==> src/rtl/acc_mover_pkg.sv <==
// Shared types and sizing for the accelerator data mover.
package acc_mover_pkg;

  localparam int unsigned DATA_W     = 32;
  localparam int unsigned FIFO_DEPTH = 2;
  localparam int unsigned FIFO_CNT_W = $clog2(FIFO_DEPTH + 1);
  localparam int unsigned FIFO_PTR_W = $clog2(FIFO_DEPTH);
  localparam int unsigned DEF_ADDR_W = 16;
  localparam int unsigned DEF_LEN_W  = 8;

  typedef enum logic [1:0] {
    ST_IDLE  = 2'd0,
    ST_READ  = 2'd1,
    ST_WRITE = 2'd2,
    ST_DONE  = 2'd3
  } mover_state_e;

endpackage

==> src/rtl/mover_fifo.sv <==
// Small read-data FIFO between the memory read port and the accelerator input stream.
module mover_fifo
  import acc_mover_pkg::*;
(
  input  logic                  clk,
  input  logic                  reset,
  input  logic                  flush,
  input  logic                  push,
  input  logic [DATA_W-1:0]     push_data,
  input  logic                  pop,
  output logic [DATA_W-1:0]     head_data,
  output logic                  full,
  output logic                  empty,
  output logic [FIFO_CNT_W-1:0] count
);

  localparam logic [FIFO_CNT_W-1:0] CNT_ONE  = FIFO_CNT_W'(1);
  localparam logic [FIFO_CNT_W-1:0] CNT_FULL = FIFO_CNT_W'(FIFO_DEPTH);
  localparam logic [FIFO_PTR_W-1:0] PTR_ONE  = FIFO_PTR_W'(1);

  logic [DATA_W-1:0]     mem_q [FIFO_DEPTH];
  logic [DATA_W-1:0]     mem_d [FIFO_DEPTH];
  logic [FIFO_PTR_W-1:0] rd_ptr_q, rd_ptr_d;
  logic [FIFO_PTR_W-1:0] wr_ptr_q, wr_ptr_d;
  logic [FIFO_CNT_W-1:0] count_q, count_d;
  logic                  do_push, do_pop;

  always_comb begin
    do_push  = push && (count_q != CNT_FULL);
    do_pop   = pop && (count_q != '0);
    mem_d    = mem_q;
    rd_ptr_d = rd_ptr_q;
    wr_ptr_d = wr_ptr_q;
    count_d  = count_q;
    if (flush) begin
      rd_ptr_d = '0;
      wr_ptr_d = '0;
      count_d  = '0;
    end else begin
      if (do_push) begin
        mem_d[wr_ptr_q] = push_data;
        wr_ptr_d        = wr_ptr_q + PTR_ONE;
      end
      if (do_pop) begin
        rd_ptr_d = rd_ptr_q + PTR_ONE;
      end
      case ({do_push, do_pop})
        2'b10:   count_d = count_q + CNT_ONE;
        2'b01:   count_d = count_q - CNT_ONE;
        default: count_d = count_q;
      endcase
    end
  end

  always_ff @(posedge clk) begin
    if (!reset) begin
      rd_ptr_q <= '0;
      wr_ptr_q <= '0;
      count_q  <= '0;
    end else begin
      rd_ptr_q <= rd_ptr_d;
      wr_ptr_q <= wr_ptr_d;
      count_q  <= count_d;
    end
  end

  // Storage needs no reset: contents are only observed through a non-empty count.
  always_ff @(posedge clk) begin
    mem_q <= mem_d;
  end

  assign head_data = mem_q[rd_ptr_q];
  assign full      = (count_q == CNT_FULL);
  assign empty     = (count_q == '0);
  assign count     = count_q;

endmodule

==> src/rtl/acc_data_mover.sv <==
// Moves a block of words memory -> accelerator -> memory for one accelerator job.
// Optional busy-cycle counter enabled by defining MOVER_PERF_CNT_EN.
module acc_data_mover
  import acc_mover_pkg::*;
#(
  parameter int unsigned ADDR_W = DEF_ADDR_W,
  parameter int unsigned LEN_W  = DEF_LEN_W
) (
  input  logic              clk,
  input  logic              reset,
  input  logic              enable,
  input  logic [ADDR_W-1:0] src_addr,
  input  logic [ADDR_W-1:0] dst_addr,
  input  logic [LEN_W-1:0]  length,
  output logic              mem_req,
  output logic              mem_we,
  output logic [ADDR_W-1:0] mem_addr,
  output logic [31:0]       mem_wdata,
  input  logic              mem_gnt,
  input  logic              mem_rvalid,
  input  logic [31:0]       mem_rdata,
  output logic              acc_in_valid,
  output logic [31:0]       acc_in_data,
  input  logic              acc_in_ready,
  input  logic              acc_out_valid,
  input  logic [31:0]       acc_out_data,
  output logic              acc_out_ready,
  output logic              read_done,
  output logic              write_done,
  output logic [15:0]       cycle_count
);

  localparam logic [LEN_W-1:0] LEN_ONE = LEN_W'(1);
  localparam int unsigned      OCC_W   = FIFO_CNT_W + 1;

  mover_state_e      state_q, state_d;
  logic [ADDR_W-1:0] src_q, src_d, dst_q, dst_d;
  logic [LEN_W-1:0]  len_q, len_d;
  logic [LEN_W-1:0]  issued_q, issued_d, popped_q, popped_d, written_q, written_d;
  logic              outstanding_q, outstanding_d;
  logic              hold_full_q, hold_full_d;
  logic [DATA_W-1:0] hold_data_q, hold_data_d;
  logic              read_done_q, read_done_d, write_done_q, write_done_d;

  logic                  fifo_push, fifo_pop, fifo_flush, fifo_full, fifo_empty;
  logic [FIFO_CNT_W-1:0] fifo_count;
  logic [DATA_W-1:0]     fifo_head;
  logic                  busy, abort, rd_req, wr_req, in_fire, out_fire;

  always_comb begin
    busy       = (state_q == ST_READ) || (state_q == ST_WRITE);
    abort      = busy && !enable;
    // One read in flight at a time, and never more words claimed than FIFO slots.
    rd_req     = (state_q == ST_READ) && (issued_q < len_q) && !outstanding_q &&
                 ((OCC_W'(fifo_count) + OCC_W'(outstanding_q)) < OCC_W'(FIFO_DEPTH));
    wr_req     = (state_q == ST_WRITE) && hold_full_q;
    in_fire    = acc_in_valid && acc_in_ready;
    out_fire   = acc_out_valid && acc_out_ready;
    fifo_push  = (state_q == ST_READ) && outstanding_q && mem_rvalid && !abort && !fifo_full;
    fifo_pop   = in_fire && !abort;
    fifo_flush = abort;
  end

  always_comb begin
    state_d       = state_q;
    src_d         = src_q;
    dst_d         = dst_q;
    len_d         = len_q;
    issued_d      = issued_q;
    popped_d      = popped_q;
    written_d     = written_q;
    outstanding_d = outstanding_q;
    hold_full_d   = hold_full_q;
    hold_data_d   = hold_data_q;
    read_done_d   = read_done_q;
    write_done_d  = write_done_q;
    case (state_q)
      ST_IDLE: begin
        if (enable) begin
          src_d         = src_addr;
          dst_d         = dst_addr;
          len_d         = length;
          issued_d      = '0;
          popped_d      = '0;
          written_d     = '0;
          outstanding_d = 1'b0;
          hold_full_d   = 1'b0;
          if (length == '0) begin
            state_d      = ST_DONE;
            read_done_d  = 1'b1;
            write_done_d = 1'b1;
          end else begin
            state_d      = ST_READ;
            read_done_d  = 1'b0;
            write_done_d = 1'b0;
          end
        end
      end
      ST_READ: begin
        if (abort) begin
          state_d       = ST_IDLE;
          outstanding_d = 1'b0;
          read_done_d   = 1'b0;
          write_done_d  = 1'b0;
        end else begin
          if (outstanding_q && mem_rvalid) outstanding_d = 1'b0;
          if (rd_req && mem_gnt) begin
            issued_d      = issued_q + LEN_ONE;
            outstanding_d = 1'b1;
          end
          if (in_fire) begin
            popped_d = popped_q + LEN_ONE;
            if (popped_q + LEN_ONE == len_q) begin
              state_d     = ST_WRITE;
              read_done_d = 1'b1;
            end
          end
        end
      end
      ST_WRITE: begin
        if (abort) begin
          state_d      = ST_IDLE;
          hold_full_d  = 1'b0;
          read_done_d  = 1'b0;
          write_done_d = 1'b0;
        end else begin
          if (out_fire) begin
            hold_full_d = 1'b1;
            hold_data_d = acc_out_data;
          end
          if (wr_req && mem_gnt) begin
            hold_full_d = 1'b0;
            written_d   = written_q + LEN_ONE;
            if (written_q + LEN_ONE == len_q) begin
              state_d      = ST_DONE;
              write_done_d = 1'b1;
            end
          end
        end
      end
      ST_DONE: begin
        if (!enable) begin
          state_d      = ST_IDLE;
          read_done_d  = 1'b0;
          write_done_d = 1'b0;
        end
      end
      default: state_d = ST_IDLE;
    endcase
  end

  always_ff @(posedge clk) begin
    if (!reset) begin
      state_q       <= ST_IDLE;
      src_q         <= '0;
      dst_q         <= '0;
      len_q         <= '0;
      issued_q      <= '0;
      popped_q      <= '0;
      written_q     <= '0;
      outstanding_q <= 1'b0;
      hold_full_q   <= 1'b0;
      hold_data_q   <= '0;
      read_done_q   <= 1'b0;
      write_done_q  <= 1'b0;
    end else begin
      state_q       <= state_d;
      src_q         <= src_d;
      dst_q         <= dst_d;
      len_q         <= len_d;
      issued_q      <= issued_d;
      popped_q      <= popped_d;
      written_q     <= written_d;
      outstanding_q <= outstanding_d;
      hold_full_q   <= hold_full_d;
      hold_data_q   <= hold_data_d;
      read_done_q   <= read_done_d;
      write_done_q  <= write_done_d;
    end
  end

  mover_fifo u_fifo (
    .clk       (clk),
    .reset     (reset),
    .flush     (fifo_flush),
    .push      (fifo_push),
    .push_data (mem_rdata),
    .pop       (fifo_pop),
    .head_data (fifo_head),
    .full      (fifo_full),
    .empty     (fifo_empty),
    .count     (fifo_count)
  );

  always_comb begin
    acc_in_valid  = (state_q == ST_READ) && !fifo_empty;
    acc_in_data   = acc_in_valid ? fifo_head : '0;
    acc_out_ready = (state_q == ST_WRITE) && !hold_full_q;
    mem_req       = rd_req || wr_req;
    mem_we        = wr_req;
    mem_wdata     = wr_req ? hold_data_q : '0;
    if (rd_req)      mem_addr = src_q + ADDR_W'(issued_q);
    else if (wr_req) mem_addr = dst_q + ADDR_W'(written_q);
    else             mem_addr = '0;
    read_done     = read_done_q;
    write_done    = write_done_q;
  end

`ifdef MOVER_PERF_CNT_EN
  logic [15:0] cyc_q, cyc_d;

  always_comb begin
    cyc_d = cyc_q;
    if (state_q == ST_IDLE && enable) cyc_d = '0;
    else if (busy && cyc_q != '1)     cyc_d = cyc_q + 16'd1;
  end

  always_ff @(posedge clk) begin
    if (!reset) cyc_q <= '0;
    else        cyc_q <= cyc_d;
  end

  assign cycle_count = cyc_q;
`else
  assign cycle_count = '0;
`endif

endmodule

==> config.mk <==
export PLATFORM = sky130hd
export DESIGN_NAME = acc_data_mover
export DESIGN_NICKNAME = d
export VERILOG_FILES = /design/src/rtl/acc_mover_pkg.sv /design/src/rtl/mover_fifo.sv /design/src/rtl/acc_data_mover.sv
export SDC_FILE = /design/constraint.sdc
export NUM_CORES = 1
export LEC_CHECK = 0
export ABC_AREA = 1
export BUFFER_PORTS_ARGS = -buffer_cell sky130_fd_sc_hd__buf_4
export CAP_MARGIN = 15
export CORE_UTILIZATION = 25
export CTS_BUF_LIST = sky130_fd_sc_hd__clkbuf_8
export CTS_CLUSTER_SIZE = 16
export DETAILED_ROUTE_END_ITERATION = 16
export PLACE_DENSITY = 0.39
export SYNTH_ARGS = -nofsm -noshare
export SYNTH_HDL_FRONTEND = slang
export SYNTH_SLANG_ARGS = --single-unit
==> constraint.sdc <==
create_clock -name clk -period 4.55 [get_ports clk]
set_input_delay 0.91 -clock clk [delete_from_list [all_inputs] [get_ports clk]]
set_output_delay 0.91 -clock clk [all_outputs]
set_load 0.02 [all_outputs]
**Yosys cells after proc, flatten, opt, wreduce, memory -nomap -nowiden**

Cells that the tools add are included.

- Flip-flop bits (word level): 170
- Bits of input ports: 111
- Logic and storage cells: 159

- Add/subtract/negate cells: 10
- Order comparisons: 5
- Eq/ne operators: 24
- Muxes and demuxes: 52
- Bitwise logic cells: 4
- Reduce and logical (&&, ||, !) cells: 47

Operators by type and width:

| operator | count |
|---|---|
| 32-bit 2-to-1 mux | 6 |
| 64-bit bitwise mux | 1 |
| 8-bit 2-to-1 mux | 7 |
| 8-bit case mux with 2 select lines | 3 |
| 16-bit by 8-bit adder with 16-bit output | 2 |
| 32-bit demux with 1-bit select | 1 |
| 16-bit 2-to-1 mux | 2 |
| 8-bit by 1-bit adder with 8-bit output (second input constant) | 3 |
| 1-bit logical AND | 20 |
| 2-bit inequality test (second input constant) | 10 |
| 2-bit 2-to-1 mux | 9 |
| 1-bit 2-to-1 mux | 17 |
| 8-bit == test | 2 |
| 3-bit inequality test (second input constant) | 4 |
| 4-bit AND reduction | 3 |
| 5-bit AND reduction | 2 |
| 3-bit AND reduction | 3 |
| 2-bit == test (second input constant) | 4 |
| 8-bit zero test | 1 |
| 8-bit < comparator | 1 |
| 4-bit inequality test (second input constant) | 2 |
| 1-bit case mux with 4 select lines | 2 |
| 2-bit case mux with 4 select lines | 1 |
| 2-bit nonzero test | 4 |
| 18 further kinds | 32 |

**Logic depth before layout (Yosys ltp)**

Gate-level depths: netlist of the first run.

- Depth after elaboration: 9
- Mapped depth: 15

**Hierarchy**

From an unflattened synthesis of the first run, not the netlist that was laid out.

- Cells, all modules: 1,208
- Area, all modules: 9,054.9 µm²

By module, submodules not included:

| module | instances | cells each | area each (µm²) |
|---|---|---|---|
| acc_data_mover | 1 | 1,002 | 6,465.0 |
| mover_fifo | 1 | 206 | 2,590.0 |

**Worst setup path before layout of the first run**

OpenSTA, ideal clock, no wires.

- Path type: input port to flip-flop
- Start: in enable
- End: reg u_fifo.mem_q[0] in the netlist's numbering (enable)
- Library setup time: 0.421 ns
- Data arrival time: 3.015 ns
- Path slack: 1.114 ns
- Stages on the path: 7
- Path buffers: 1
- Path through: buf_2 > inv_1 > nand2_1 > inv_2 > nor2_1 > o211ai_1 > nor2_1

- Longest elaborated chain between the ends: 7

RTL lines:

| element | line | text |
|---|---|---|
| from (decl) | acc_data_mover.sv:11 | `input logic enable,` |
| 1-bit zero test * | - |  |
| 1-bit logical AND * | acc_data_mover.sv:52 | `abort = busy && !enable;` |
| 1-bit zero test | acc_data_mover.sv:59 | `fifo_push = (state_q == ST_READ) && outstanding_q && mem_rvalid && !abort && !fifo_full;` |
| 1-bit logical AND (2 in a row) | acc_data_mover.sv:59 |  |
| 1-bit logical AND | mover_fifo.sv:29 | `do_push = push && (count_q != CNT_FULL);` |
| 2-bit AND reduction (no source line) * | - |  |
| to (signal assigned) | mover_fifo.sv:69 | `mem_q <= mem_d;` |
| to (decl) | mover_fifo.sv:21 | `logic [DATA_W-1:0] mem_q [FIFO_DEPTH];` |

Every way passes the cells marked *; elsewhere a longest branch is shown, timed or not.
A chain may end at the register's enable or synchronous reset.

**Worst setup path after layout of the first run**

- Start: reg issued_q[0]
- End: out mem_addr[12]

- Longest elaborated chain between the ends: 5

RTL lines:

| element | line | text |
|---|---|---|
| from (decl) | acc_data_mover.sv:39 | `logic [LEN_W-1:0] issued_q, issued_d, popped_q, popped_d, written_q, written_d;` |
| from (signal assigned) | acc_data_mover.sv:171 | `issued_q <= issued_d;` |
| 8-bit < comparator | acc_data_mover.sv:54 | `rd_req = (state_q == ST_READ) && (issued_q < len_q) && !outstanding_q &&` |
| 1-bit logical AND (3 in a row) | acc_data_mover.sv:54 |  |
| 16-bit 2-to-1 mux * | acc_data_mover.sv:202 | `if (rd_req) mem_addr = src_q + ADDR_W'(issued_q);` |
| to (decl) | acc_data_mover.sv:17 | `output logic [ADDR_W-1:0] mem_addr,` |

Marked as above.

==> metrics.log, run 1 <==
[metrics] run status: finished, final reports clean
[metrics] startpoint kind of the worst setup timing path: flop
[metrics] dominant delay contributor by cell family on the critical path: simple AND/OR/NAND/NOR gates
[metrics] Net Switching: 1.77 mW
[metrics] post-placement setup slack: 1.27 ns
[metrics] signed area change from the synthesized netlist to the final layout: 25.6%
[metrics] Post-CTS Resized: 0
[metrics] number of inserted diodes: 0
[metrics] Chip Width: 192 µm
[metrics] type of the worst setup path: flop to output pin
[metrics] first-pass iteration count of the detailed router: 4
[metrics] EDFF count, synth: 64
[metrics] #FFs+latches synth: 170
[metrics] power share of the combinational group: 0.323
[metrics] final RePlAce weighted congestion: 0.805
[metrics] worst-case setup margin in the final layout: 0.799 ns
[metrics] Yosys top cell area share: 0.236
[metrics] HPWL reported at the end of detailed placement: 19600 µm
[metrics] post-route antenna net violation count: 0
[metrics] path type of the worst min-delay path: flop to flop
[metrics] crit end category: output pin
[metrics] drc violations: 0
[metrics] Tmin final: 3.75 ns
[metrics] max-capacitance violation count: 0
[metrics] delay of the slowest cell on the worst path: 0.46 ns
[metrics] top cell types by occurrence after synthesis: 283 x sky130_fd_sc_hd__nand2_1, 144 x sky130_fd_sc_hd__nor2_1, 131 x sky130_fd_sc_hd__inv_1, 106 x sky130_fd_sc_hd__dfxtp_1, 100 x sky130_fd_sc_hd__a21oi_1
[metrics] power density of the placed cells: 403 nW/µm²
[metrics] Avg Vias per Cell: 4.30
[metrics] Post-synth top flop: sky130_fd_sc_hd__dfxtp_1
[metrics] worst path arrival time: 2.84 ns
[metrics] Detailed Route WL: 27000 µm
[metrics] core box area: 35500 µm²
[metrics] number of nets in the finished design: 1523
[metrics] cell area after technology mapping: 9010 µm²
[metrics] top cells by area in the synthesized netlist: sky130_fd_sc_hd__dfxtp_1 24%, sky130_fd_sc_hd__edfxtp_1 21%, sky130_fd_sc_hd__nand2_1 12%, sky130_fd_sc_hd__nor2_1 6.0%, sky130_fd_sc_hd__a21oi_1 5.6%
[metrics] final core occ: 0.319
[metrics] cell with the biggest individual delay on the critical path: sky130_fd_sc_hd__dfxtp_1
[metrics] Critical Path RT: 3.64 ns
[metrics] share of async-settable or async-resettable flops after synthesis: 0
[metrics] distinct cell type count after synthesis: 46
[metrics] average routed wire per standard cell: 14.5 µm
[metrics] most numerous cell in the Yosys netlist: sky130_fd_sc_hd__nand2_1
[metrics] Peak supply drop: 0.000216 V
[metrics] number of buffers created by CTS: 17
[metrics] maximum number of pins on one net before global-route repair: 65
[metrics] worst slew slack as a fraction of its limit: 0.362
[metrics] global-route wire length before repair: 42000 µm
[metrics] leakage power figure: 5.02 nW
[metrics] Clk Latency, worst-skew pair: 0.49 ns
[metrics] full die area: 36800 µm²
[metrics] sum of negative setup slack: 0 ns
[metrics] overall routing resource usage: 0.150
[metrics] root buffer cell: sky130_fd_sc_hd__clkbuf_8
[metrics] layout cells sized above 1: 0.206
[metrics] setup repair after global routing missed its margin: false
[metrics] sequential-to-total area share from yosys stat: 0.449
[metrics] Detailed Route Iter0 Violations: 341
[metrics] maximum fanout along the worst path: 7
[metrics] clk_skew: 0.0194 ns
[metrics] via count of the first global-routing pass: 7617
[metrics] clock slew at reported path FFs: 0.10 ns
[metrics] Filler Cells Inserted: 3848
[metrics] instance count of the mapped netlist: 1198
[metrics] starting utilization of the core area: 0.254
[metrics] count of final max-slew check failures: 0
[metrics] number of warning messages in the yosys log: 0
[metrics] count of clock tree sinks: 170
[metrics] share of the clock period used by the worst path: 0.824
[metrics] Int Pwr: 2.79 mW
[metrics] TritonCTS clock tree: built
[metrics] die outline height: 192 µm
[metrics] maximum clock frequency: 267 MHz
[metrics] Placement Rows: 69
[metrics] number of top-level pins: 213
[metrics] proportion of power drawn by flip-flops and latches: 0.419
[metrics] setup repair bufs after CTS: 0
[metrics] PortBufs: 196
[metrics] initial antenna violation count: 0
[metrics] Avg Synthesized Cell Area: 7.52 µm²
[metrics] via count: 7977
[metrics] final number of hold-violating endpoints: 0
[metrics] H-tree depth: 4
[metrics] part of the total power dissipated in the clock network: 0.258
[metrics] buffers plus inverters on the worst setup path: 3
[metrics] pin slew with the least headroom to its limit: 0.956 ns
[metrics] global-route congestion overflow total: 0
[metrics] hold buffer count at CTS: 0
[metrics] crit-path cells: ha_1 -> inv_1 -> fa_1 -> inv_1 -> nand3_1 -> nand2_1 -> nand4_1 -> nand2_1 -> nand3_1 -> nor2_1 -> a21oi_1 -> o21ai_0 -> o21ai_0 -> buf_4
[metrics] sw frac: 0.389
[metrics] largest area contributor in the synthesized netlist: sky130_fd_sc_hd__dfxtp_1
[metrics] number of failing setup endpoints in the final timing report: 0
[metrics] maximum buffer depth of the clock tree: 2
-- power groups by stage --
stage          combinational, mW  sequential (mW)  clock [mW]
6_report                    1.47             1.91        1.18
5_1_grt                     1.68             1.94        1.29
4_1_cts                     1.50             1.91        1.24
3_5_place_dp                1.49             1.95           0
3_3_place_gp                1.50             1.95           0
2_1_floorplan               1.06             1.91           0
-- final timing paths --
path	from	end	cells past startpoint	slack, ns
worst min register to register	hold_data_q[8]$_SDFFE_PN0P_	hold_data_q[8]$_SDFFE_PN0P_	2	0.46
worst max-delay path	issued_q[0]$_SDFFE_PN0P_	mem_addr[12]	14	0.80
worst max register to register	state_q[0]$_SDFFE_PN0P_	hold_full_q$_SDFFE_PN0P_	7	1.92
worst min-delay path	hold_data_q[8]$_SDFFE_PN0P_	hold_data_q[8]$_SDFFE_PN0P_	2	0.46
-- worst register-to-register path, cell delays in order, from the launching register on --
cell	delay [ns]
sky130_fd_sc_hd__dfxtp_1	0.40
sky130_fd_sc_hd__inv_1	0.08
sky130_fd_sc_hd__ha_1	0.28
sky130_fd_sc_hd__nand2_1	0.66
sky130_fd_sc_hd__inv_2	0.49
sky130_fd_sc_hd__a21oi_1	0.29
sky130_fd_sc_hd__nor2_1	0.06
sky130_fd_sc_hd__o221a_2	0.26
-- routing by layer --
layer | GRT usage | part of all wire
met1 | 0.199 | 0.48
met2 | 0.239 | 0.46
met3 | 0.0400 | 0.052
met4 | 0.0375 | 0.0081
met5 | 0 | 0
-- placed cells by master, fill, tap and decap left out, types with 2 or more instances in the layout --
cell type,n
sky130_fd_sc_hd__inv_2,9
sky130_fd_sc_hd__o21ai_0,95
sky130_fd_sc_hd__o21bai_1,4
sky130_fd_sc_hd__xnor2_1,10
sky130_fd_sc_hd__ha_1,31
sky130_fd_sc_hd__a21oi_1,99
sky130_fd_sc_hd__conb_1,16
sky130_fd_sc_hd__a211oi_1,4
sky130_fd_sc_hd__nor2_4,3
sky130_fd_sc_hd__o211ai_1,4
sky130_fd_sc_hd__nor3b_1,3
sky130_fd_sc_hd__nor3_1,3
sky130_fd_sc_hd__nand2_4,2
sky130_fd_sc_hd__dfxtp_1,106
sky130_fd_sc_hd__buf_4,206
sky130_fd_sc_hd__edfxtp_1,64
sky130_fd_sc_hd__xor2_1,10
sky130_fd_sc_hd__a21boi_0,2
sky130_fd_sc_hd__fa_1,2
sky130_fd_sc_hd__bufinv_16,2
sky130_fd_sc_hd__inv_8,5
sky130_fd_sc_hd__inv_1,131
sky130_fd_sc_hd__o22ai_1,5
sky130_fd_sc_hd__nand3_2,6
sky130_fd_sc_hd__or2_2,2
sky130_fd_sc_hd__nor4_1,2
sky130_fd_sc_hd__nor2_2,9
sky130_fd_sc_hd__nand4_1,7
sky130_fd_sc_hd__clkbuf_8,18
sky130_fd_sc_hd__nand2_2,14
sky130_fd_sc_hd__nand2_1,283
sky130_fd_sc_hd__nand3_1,62
sky130_fd_sc_hd__a31oi_1,5
sky130_fd_sc_hd__nor2_1,142
sky130_fd_sc_hd__o21ai_1,5
sky130_fd_sc_hd__inv_6,4
sky130_fd_sc_hd__clkinv_1,4
-- per-stage QoR --
step / hold WS [ns] / cell area (µm²) / std cells / power [mW]
floorplan: 0.430 / 9070 / 1213 / 2.96
global placement: 0.441 / 10900 / 1821 / 3.44
detailed placement: 0.445 / 10900 / 1821 / 3.44
CTS: 0.460 / 11300 / 1853 / 4.65
global route: 0.474 / 11300 / 1853 / 4.91
finish: 0.458 / 11300 / 1853 / 4.56
-- area by class of cell --
cell class | instances | area (µm²) | area share
multi-input cells | 840 | 4190 | 0.370
flip-flops and latches | 170 | 4040 | 0.357
repair buffers | 206 | 1550 | 0.137
well taps | 461 | 577 | 0.0510
inverters | 144 | 541 | 0.0478
clock buffers | 18 | 248 | 0.0219
clock inverters | 14 | 171 | 0.0151
-- cell families after synthesis --
| group | synth area share |
|---|---|
| AO/OA/AOI/OAI | 0.138 |
| XOR/XNOR | 0.0194 |
| adder cells (fa/ha/maj) | 0.0475 |
| buffers and inverters | 0.0930 |
| flip-flops | 0.449 |
| other | 0.000416 |
| AND/OR/NAND/NOR | 0.253 |
-- registers in the layout, summed over array words and instances, names as in the netlist --
name,cells
written_q,8
u_fifo.wr_ptr_q,1
write_done,1
src_q,16
outstanding_q,1
len_q,8
issued_q,8
state_q,2
hold_data_q,32
hold_full_q,1
u_fifo.mem_q,64
u_fifo.count,2
u_fifo.rd_ptr_q,1
dst_q,16
read_done,1
popped_q,8
Note: power is estimated with default switching activity, not from simulation.
==> run 2: changes to the inputs <==
Settings changed: ABC_AREA 1 to 0.
Clock period 4.55 ns to 3.6 ns, I/O delays scaled along.
==> run 2 against run 1 <==
Effect of this change:
- worst setup slack got worse by 0.71 ns
- die area is 0.71% lower
- clock skew shrank 0.00059 ns
- register-to-register slack worse by 0.98 ns
- wire length down 3.7%
- synthesized area shrank 0.72%
- clock power rose by 17%
- combinational power decreased by 59%
- cell count fell by 11%
- highest routed layer unchanged
==> metrics.log, run 2 <==
[metrics] largest area contributor in the synthesized netlist: sky130_fd_sc_hd__dfxtp_1 (unchanged)
[metrics] initial antenna violation count: 0 (unchanged)
[metrics] core box area: 34900 µm² (was 35500 µm²)
[metrics] Avg Synthesized Cell Area: 9.14 µm² (was 7.52 µm²)
[metrics] starting utilization of the core area: 0.256 (was 0.254)
[metrics] #FFs+latches synth: 170 (unchanged)
[metrics] Tmin final: 3.51 ns
[metrics] die outline height: 191 µm (was 192 µm)
[metrics] worst-case setup margin in the final layout: 0.0853 ns (was 0.799 ns)
[metrics] delay of the slowest cell on the worst path: 0.37 ns (was 0.46 ns)
[metrics] clk_skew: 0.0188 ns (was 0.0194 ns)
[metrics] most frequent standard cell in the layout excluding fill and tap cells: sky130_fd_sc_hd__buf_4 (was sky130_fd_sc_hd__nand2_1)
[metrics] buffers plus inverters on the worst setup path: 2 (was 3)
[metrics] post-route antenna net violation count: 0 (unchanged)
[metrics] proportion of power drawn by flip-flops and latches: 0.511 (was 0.419)
[metrics] crit end category: output pin (unchanged)
[metrics] full die area: 36500 µm² (was 36800 µm²)
[metrics] minimum setup slack among reg-to-reg paths: 0.94 ns (was 1.92 ns)
[metrics] final RePlAce weighted congestion: 0.753 (was 0.805)
[metrics] global-route congestion overflow total: 0 (unchanged)
[metrics] post-placement setup slack: 0.352 ns (was 1.27 ns)
[metrics] fraction of the mapped netlist area in compound gates: 0.154 (was 0.138)
[metrics] distinct cell type count after synthesis: 72 (was 46)
[metrics] via count: 7356 (was 7977)
[metrics] Post-Synth Adder-Cell Area: 0.0478 (was 0.0475)
[metrics] number of top-level pins: 213 (unchanged)
[metrics] sequential-to-total area share from yosys stat: 0.452 (was 0.449)
[metrics] overall power consumption: 4.07 mW (was 4.56 mW)
[metrics] fraction of synthesized area in multiplexers: 0.0449 (was 0)
[metrics] most numerous cell in the Yosys netlist: sky130_fd_sc_hd__nand2_1 (unchanged)
[metrics] share of the clock period used by the worst path: 0.976
[metrics] number of inserted diodes: 0 (unchanged)
[metrics] cell count of the worst hold path: 1 (was 2)
[metrics] total non-filler cell area in the finished layout: 11500 µm² (was 11300 µm²)
[metrics] number of warning messages in the yosys log: 0 (unchanged)
[metrics] Critical Path Stages: 11 (was 14)
[metrics] part of the total power dissipated in the clock network: 0.340 (was 0.258)
[metrics] combinational family with the most area after synthesis: simple AND/OR/NAND/NOR gates (unchanged)
[metrics] number of nets in the finished design: 1319 (was 1523)
[metrics] average routed wire per standard cell: 15.8 µm (was 14.5 µm)
[metrics] cell area after technology mapping: 8940 µm² (was 9010 µm²)
[metrics] Avg Vias per Cell: 4.48 (was 4.30)
[metrics] Chip Width: 191 µm (was 192 µm)
[metrics] power density of the placed cells: 354 nW/µm² (was 403 nW/µm²)
[metrics] global-route wire length before repair: 40000 µm (was 42000 µm)
[metrics] setup repair after global routing missed its margin: true (was false)
[metrics] first-pass iteration count of the detailed router: 5 (was 4)
[metrics] worst slew slack as a fraction of its limit: 0.449 (was 0.362)
[metrics] top cells by area in the synthesized netlist: sky130_fd_sc_hd__dfxtp_1 24%, sky130_fd_sc_hd__edfxtp_1 21%, sky130_fd_sc_hd__nand2_1 7.2%, sky130_fd_sc_hd__mux2i_1 4.4%, sky130_fd_sc_hd__ha_1 4.3% (was sky130_fd_sc_hd__dfxtp_1 24%, sky130_fd_sc_hd__edfxtp_1 21%, sky130_fd_sc_hd__nand2_1 12%, sky130_fd_sc_hd__nor2_1 6.0%, sky130_fd_sc_hd__a21oi_1 5.6%)
[metrics] Detailed Route WL: 25900 µm (was 27000 µm)
[metrics] maximum fanout along the worst path: 4 (was 7)
[metrics] dominant delay contributor by cell family on the critical path: compound AO/OA/AOI/OAI gates (was simple AND/OR/NAND/NOR gates)
[metrics] CP endpoint: mem_addr[12] (unchanged)
[metrics] final core occ: 0.329 (was 0.319)
[metrics] XOR/XNOR share of the synthesized area: 0.0547 (was 0.0194)
[metrics] Post-Place Cells: 1603 (was 1821)
[metrics] path type of the worst min-delay path: input port to flop (was flop to flop)
[metrics] instance count of the mapped netlist: 979 (was 1198)
[metrics] hold slack: 0.403 ns (was 0.458 ns)
[metrics] Detailed Route Iter0 Violations: 370 (was 341)
[metrics] Placement Rows: 68 (was 69)
[metrics] EDFF count, synth: 64 (unchanged)
[metrics] drc violations: 0 (unchanged)
[metrics] H-tree depth: 4 (unchanged)
[metrics] leakage power figure: 4.66 nW (was 5.02 nW)
[metrics] type of the worst setup path: flop to output pin (unchanged)
[metrics] overall routing resource usage: 0.143 (was 0.150)
[metrics] sw frac: 0.295 (was 0.389)
[metrics] largest registers: u_fifo.mem_q: 64 flops, hold_data_q: 32 flops (unchanged)
[metrics] Filler Cells Inserted: 3741 (was 3848)
[metrics] via count of the first global-routing pass: 7031 (was 7617)
[metrics] root buffer cell: sky130_fd_sc_hd__clkbuf_8 (unchanged)
[metrics] power share of the combinational group: 0.149 (was 0.323)
[metrics] run status: finished, final reports clean (unchanged)
[metrics] Clk Latency, worst-skew pair: 0.49 ns (about the same)
[metrics] number of failing setup endpoints in the final timing report: 0 (unchanged)
[metrics] maximum number of pins on one net before global-route repair: 59 (was 65)
[metrics] share of async-settable or async-resettable flops after synthesis: 0 (unchanged)
[metrics] layout cells sized above 1: 0.257 (was 0.206)
[metrics] Post-synth top flop: sky130_fd_sc_hd__dfxtp_1 (unchanged)
[metrics] maximum clock frequency: 285 MHz
[metrics] Net Switching: 1.20 mW (was 1.77 mW)
[metrics] maximum buffer depth of the clock tree: 2 (unchanged)
[metrics] total area of multi-input combinational cells: 4600 µm² (was 4190 µm²)
[metrics] pin slew with the least headroom to its limit: 0.826 ns (was 0.956 ns)
[metrics] Critical Path RT: 2.88 ns (was 3.64 ns)
[metrics] number of buffers created by CTS: 17 (unchanged)
[metrics] TritonCTS clock tree: built (unchanged)
[metrics] Yosys top cell area share: 0.237 (was 0.236)
[metrics] cell area after placement: 10900 µm² (about the same)
[metrics] startpoint kind of the worst setup timing path: flop (unchanged)
[metrics] FF-to-FF End: state_q[0]$_SDFFE_PN0P_ (was hold_full_q$_SDFFE_PN0P_)
[metrics] highest-count cells in the layout ignoring fill and taps: 233 x sky130_fd_sc_hd__buf_4, 171 x sky130_fd_sc_hd__nand2_1, 97 x sky130_fd_sc_hd__dfxtp_1 (was 283 x sky130_fd_sc_hd__nand2_1, 206 x sky130_fd_sc_hd__buf_4, 142 x sky130_fd_sc_hd__nor2_1)
[metrics] max-capacitance violation count: 0 (unchanged)
[metrics] sum of negative setup slack: 0 ns (unchanged)
[metrics] sequential cell area: 4060 µm² (was 4040 µm²)
[metrics] Peak supply drop: 0.000221 V (was 0.000216 V)
[metrics] number of cell instances on the worst register-to-register path: 9 (was 7)
[metrics] Critical R2R Launch: state_q[0]$_SDFFE_PN0P_ (unchanged)
[metrics] top cell types by occurrence after synthesis: 171 x sky130_fd_sc_hd__nand2_1, 106 x sky130_fd_sc_hd__dfxtp_1, 81 x sky130_fd_sc_hd__nor2_1, 64 x sky130_fd_sc_hd__edfxtp_1, 48 x sky130_fd_sc_hd__clkbuf_1 (was 283 x sky130_fd_sc_hd__nand2_1, 144 x sky130_fd_sc_hd__nor2_1, 131 x sky130_fd_sc_hd__inv_1, 106 x sky130_fd_sc_hd__dfxtp_1, 100 x sky130_fd_sc_hd__a21oi_1)
[metrics] worst path arrival time: 2.79 ns (was 2.84 ns)
[metrics] PortBufs: 196 (unchanged)
[metrics] Reg with most FFs: u_fifo.mem_q (unchanged)
[metrics] clock slew at reported path FFs: 0.11 ns (was 0.10 ns)
[metrics] non-filler instance count after layout: 1643 (was 1853)
[metrics] cell with the biggest individual delay on the critical path: sky130_fd_sc_hd__dfxtp_4 (was sky130_fd_sc_hd__dfxtp_1)
[metrics] number of flip-flops in the largest register: 64 (unchanged)
[metrics] count of clock tree sinks: 170 (unchanged)
[metrics] HPWL reported at the end of detailed placement: 18600 µm (was 19600 µm)
[metrics] count of final max-slew check failures: 0 (unchanged)
[metrics] final number of hold-violating endpoints: 0 (unchanged)
[metrics] signed area change from the synthesized netlist to the final layout: 28.5% (was 25.6%)
[metrics] Critical Path Start: written_q[0]$_SDFFE_PN0P_ (was issued_q[0]$_SDFFE_PN0P_)
[metrics] simple-gate area share of the yosys netlist: 0.195 (was 0.253)
[metrics] critical path's most frequent cell: sky130_fd_sc_hd__buf_4
[metrics] crit-path cells: ha_4 -> fa_2 -> a21o_1 -> a211oi_2 -> nor2_2 -> o41ai_2 -> buf_4 -> nor2_1 -> xnor2_1 -> o22ai_1 -> buf_4 (was ha_1 -> inv_1 -> fa_1 -> inv_1 -> nand3_1 -> nand2_1 -> nand4_1 -> nand2_1 -> nand3_1 -> nor2_1 -> a21oi_1 -> o21ai_0 -> o21ai_0 -> buf_4)
[metrics] Int Pwr: 2.87 mW (was 2.79 mW)
-- run 2: what timing repair did --
item / CTS / global route
gates resized for setup: 11 / 19
hold buffers: 0 / 0
setup buffers: 1 / 7
endpoints found under the setup margin: 5 / 11
pin swaps: 6 / 14
-- run 2: kinds of logic (layout without fill, tap and decap cells) --
| family | Yosys count | count (layout) |
|---|---|---|
| AND/OR/NAND/NOR | 382 | 382 |
| AO/OA/AOI/OAI | 198 | 198 |
| flip-flops | 170 | 170 |
| buffers and inverters | 100 | 294 |
| XOR/XNOR | 55 | 55 |
| multiplexers | 40 | 40 |
| adder cells (fa/ha/maj) | 33 | 33 |
| other | 1 | 16 |
-- run 2: per-layer routing --
layer	global-route usage	part of all wire
met5	0	0
met4	0.0479	0.016
met1	0.192	0.48
met2	0.231	0.47
met3	0.0257	0.033
-- run 2: worst register-to-register path: cells and delay by family (launching register included) --
| family | cells | cell delay (ns) |
|---|---|---|
| and+or+nand+nor | 3 | 0.96 |
| adders and majority gates | 1 | 0.22 |
| AOI/OAI and AO/OA | 4 | 0.90 |
| buffers and inverters | 1 | 0.09 |
| DFF | 1 | 0.40 |
-- run 2: cell type report --
type                       instances  area share
multi-input combinational        724       0.401
inverter                          29     0.00991
clock buffer                      17      0.0204
sequential                       170       0.353
clock inverter                    15      0.0139
timing repair buffer             233       0.152
tap                              455      0.0495
-- run 2: power by group through the flow --
stage	sequential, mW	clock, mW	combinational [mW]
2_1_floorplan	2.12	0	0.373
3_3_place_gp	2.13	0	0.615
3_5_place_dp	2.13	0	0.612
4_1_cts	2.08	1.45	0.615
5_1_grt	2.09	1.53	0.677
6_report	2.08	1.38	0.606
-- run 2: worst min-delay path by stage --
stage                                      from                     endpoint  slack (ns)
floorplan           hold_data_q[0]$_SDFFE_PN0P_  hold_data_q[0]$_SDFFE_PN0P_        0.43
global placement    hold_data_q[6]$_SDFFE_PN0P_  hold_data_q[6]$_SDFFE_PN0P_        0.44
detailed placement  hold_data_q[0]$_SDFFE_PN0P_  hold_data_q[0]$_SDFFE_PN0P_        0.44
CTS                                mem_rdata[9]   u_fifo.mem_q[41]$_DFFE_PP_        0.36
global route                       mem_rdata[9]    u_fifo.mem_q[9]$_DFFE_PP_        0.36
finish                            mem_rdata[15]   u_fifo.mem_q[15]$_DFFE_PP_        0.40
==> run 3: changes to the inputs <==
Settings changed: CELL_PAD_IN_SITES_DETAIL_PLACEMENT set to 2, CELL_PAD_IN_SITES_GLOBAL_PLACEMENT set to 2, PLACE_DENSITY 0.39 to 0.61.
Clock period 3.6 ns to 3.8 ns, I/O delays scaled along.
==> run 3 against run 2 <==
Effect of this change:
- critical path type unchanged
- clock power about the same
- worst setup slack improved by 0.11 ns
- via count rose by 4.6%
==> metrics.log, run 3 (synthesized netlist as in run 2, its figures left out) <==
[metrics] Peak supply drop: 0.000206 V (was 0.000221 V)
[metrics] final RePlAce weighted congestion: 0.780 (was 0.753)
[metrics] maximum buffer depth of the clock tree: 2 (unchanged)
[metrics] setup repair after global routing missed its margin: false (was true)
[metrics] layout cells sized above 1: 0.244 (was 0.257)
[metrics] number of nets in the finished design: 1309 (was 1319)
[metrics] Detailed Route Iter0 Violations: 287 (was 370)
[metrics] worst-case setup margin in the final layout: 0.193 ns (was 0.0853 ns)
[metrics] global-route congestion overflow total: 0 (unchanged)
[metrics] number of flip-flops in the largest register: 64 (unchanged)
[metrics] leakage power figure: 4.63 nW (was 4.66 nW)
[metrics] TritonCTS clock tree: built (unchanged)
[metrics] type of the worst setup path: flop to output pin (unchanged)
[metrics] number of buffers created by CTS: 17 (unchanged)
[metrics] number of failing setup endpoints in the final timing report: 0 (unchanged)
[metrics] final number of hold-violating endpoints: 0 (unchanged)
[metrics] share of the clock period used by the worst path: 0.949
[metrics] drc violations: 0 (unchanged)
[metrics] initial antenna violation count: 0 (unchanged)
[metrics] Tmin final: 3.61 ns
[metrics] full die area: 36500 µm² (unchanged)
[metrics] highest-count cells in the layout ignoring fill and taps: 222 x sky130_fd_sc_hd__buf_4, 171 x sky130_fd_sc_hd__nand2_1, 100 x sky130_fd_sc_hd__dfxtp_1 (was 233 x sky130_fd_sc_hd__buf_4, 171 x sky130_fd_sc_hd__nand2_1, 97 x sky130_fd_sc_hd__dfxtp_1)
[metrics] Detailed Route WL: 28700 µm (was 25900 µm)
[metrics] clk_skew: 0.0206 ns (was 0.0188 ns)
[metrics] overall routing resource usage: 0.161 (was 0.143)
[metrics] startpoint kind of the worst setup timing path: flop (unchanged)
[metrics] non-filler instance count after layout: 1633 (was 1643)
[metrics] via count of the first global-routing pass: 8151 (was 7031)
[metrics] post-placement setup slack: 0.441 ns (was 0.352 ns)
[metrics] worst slew slack as a fraction of its limit: 0.416 (was 0.449)
[metrics] number of inserted diodes: 0 (unchanged)
[metrics] largest registers: u_fifo.mem_q: 64 flops, hold_data_q: 32 flops (unchanged)
[metrics] HPWL reported at the end of detailed placement: 21100 µm (was 18600 µm)
[metrics] average routed wire per standard cell: 17.6 µm (was 15.8 µm)
[metrics] hold buffer count at CTS: 0 (unchanged)
[metrics] core box area: 34900 µm² (unchanged)
[metrics] worst path arrival time: 2.85 ns (was 2.79 ns)
[metrics] count of final max-slew check failures: 0 (unchanged)
[metrics] PortBufs: 196 (unchanged)
[metrics] Reg with most FFs: u_fifo.mem_q (unchanged)
[metrics] maximum clock frequency: 277 MHz
[metrics] Avg Vias per Cell: 4.71 (was 4.48)
[metrics] signed area change from the synthesized netlist to the final layout: 27.5% (was 28.5%)
[metrics] power density of the placed cells: 344 nW/µm² (was 354 nW/µm²)
[metrics] post-route antenna net violation count: 0 (unchanged)
[metrics] root buffer cell: sky130_fd_sc_hd__clkbuf_8 (unchanged)
[metrics] starting utilization of the core area: 0.256 (unchanged)
[metrics] first-pass iteration count of the detailed router: 4 (was 5)
[metrics] H-tree depth: 4 (unchanged)
[metrics] count of clock tree sinks: 170 (unchanged)
[metrics] number of top-level pins: 213 (unchanged)
[metrics] Chip Width: 191 µm (unchanged)
[metrics] sum of negative setup slack: 0 ns (unchanged)
[metrics] pin slew with the least headroom to its limit: 0.877 ns (was 0.826 ns)
[metrics] run status: finished, final reports clean (unchanged)
[metrics] Clk Latency, worst-skew pair: 0.51 ns (was 0.49 ns)
[metrics] Placement Rows: 68 (unchanged)
[metrics] Post-Place Cells: 1600 (was 1603)
[metrics] crit end category: output pin (unchanged)
[metrics] Critical Path RT: 3.04 ns (was 2.88 ns)
[metrics] overall power consumption: 3.93 mW (was 4.07 mW)
[metrics] via count: 7693 (was 7356)
[metrics] clock slew at reported path FFs: 0.12 ns (was 0.11 ns)
[metrics] path type of the worst min-delay path: input port to flop (unchanged)
[metrics] max-capacitance violation count: 0 (unchanged)
[metrics] die outline height: 191 µm (unchanged)
[metrics] maximum fanout along the worst path: 6 (was 4)
[metrics] global-route wire length before repair: 45400 µm (was 40000 µm)
[metrics] most frequent standard cell in the layout excluding fill and tap cells: sky130_fd_sc_hd__buf_4 (unchanged)
[metrics] maximum number of pins on one net before global-route repair: 57 (was 59)
==> run 3: routing by layer <==
layer,track usage,part of all wire
met1,0.211,0.48
met2,0.262,0.47
met3,0.0319,0.034
met4,0.0568,0.019
met5,0,0
==> run 3: path summary, 6_finish.rpt <==
kind / start / to / slack (ns) / depth (start not counted)
max: written_q[1]$_SDFFE_PN0P_ / mem_addr[15] / 0.19 / 9
min: mem_rdata[3] / u_fifo.mem_q[3]$_DFFE_PP_ / 0.43 / 1
max reg2reg: state_q[0]$_SDFFE_PN0P_ / state_q[0]$_SDFFE_PN0P_ / 0.89 / 9
min reg2reg: hold_data_q[9]$_SDFFE_PN0P_ / hold_data_q[9]$_SDFFE_PN0P_ / 0.45 / 2
==> run 3: power breakdown <==
part	internal [mW]	leakage, nW	switching, mW
combinational	0.244	2.98	0.338
clock	0.512	0.211	0.855
sequential	1.93	1.44	0.0462
total	2.69	4.63	1.24
==> run 3: through the flow <==
step,utilization,hold slack (ns),area (µm²)
after floorplan,-,0.431,9000
after global placement,0.313,0.438,10900
after detailed placement,0.313,0.444,10900
after CTS,0.326,0.367,11400
after global routing,0.327,0.372,11400
final,0.327,0.427,11400
==> run 3: critical path, stage by stage (launching register included) <==
cell,delay (ns)
sky130_fd_sc_hd__dfxtp_2,0.42
sky130_fd_sc_hd__ha_1,0.25
sky130_fd_sc_hd__a21o_1,0.16
sky130_fd_sc_hd__a21oi_2,0.21
sky130_fd_sc_hd__o21ai_1,0.15
sky130_fd_sc_hd__o41ai_2,0.29
sky130_fd_sc_hd__nand2b_1,0.16
sky130_fd_sc_hd__mux2_1,0.31
sky130_fd_sc_hd__o22a_1,0.23
sky130_fd_sc_hd__buf_4,0.16
==> run 3: area by class of cell <==
class	instances	area [µm²]
multi-input cells	724	4560
clock buffers	17	234
flip-flops and latches	170	4050
inverters	29	110
clock inverters	15	189
repair buffers	223	1690
fillers	3948	23500
well taps	455	569
==> run 3: timing repair <==
action / in CTS / in global routing
buffers inserted: 1 / 0
gates cloned: 0 / 0
resized for setup: 10 / 7
endpoints found under the setup margin: 14 / 7
pin swaps: 0 / 1
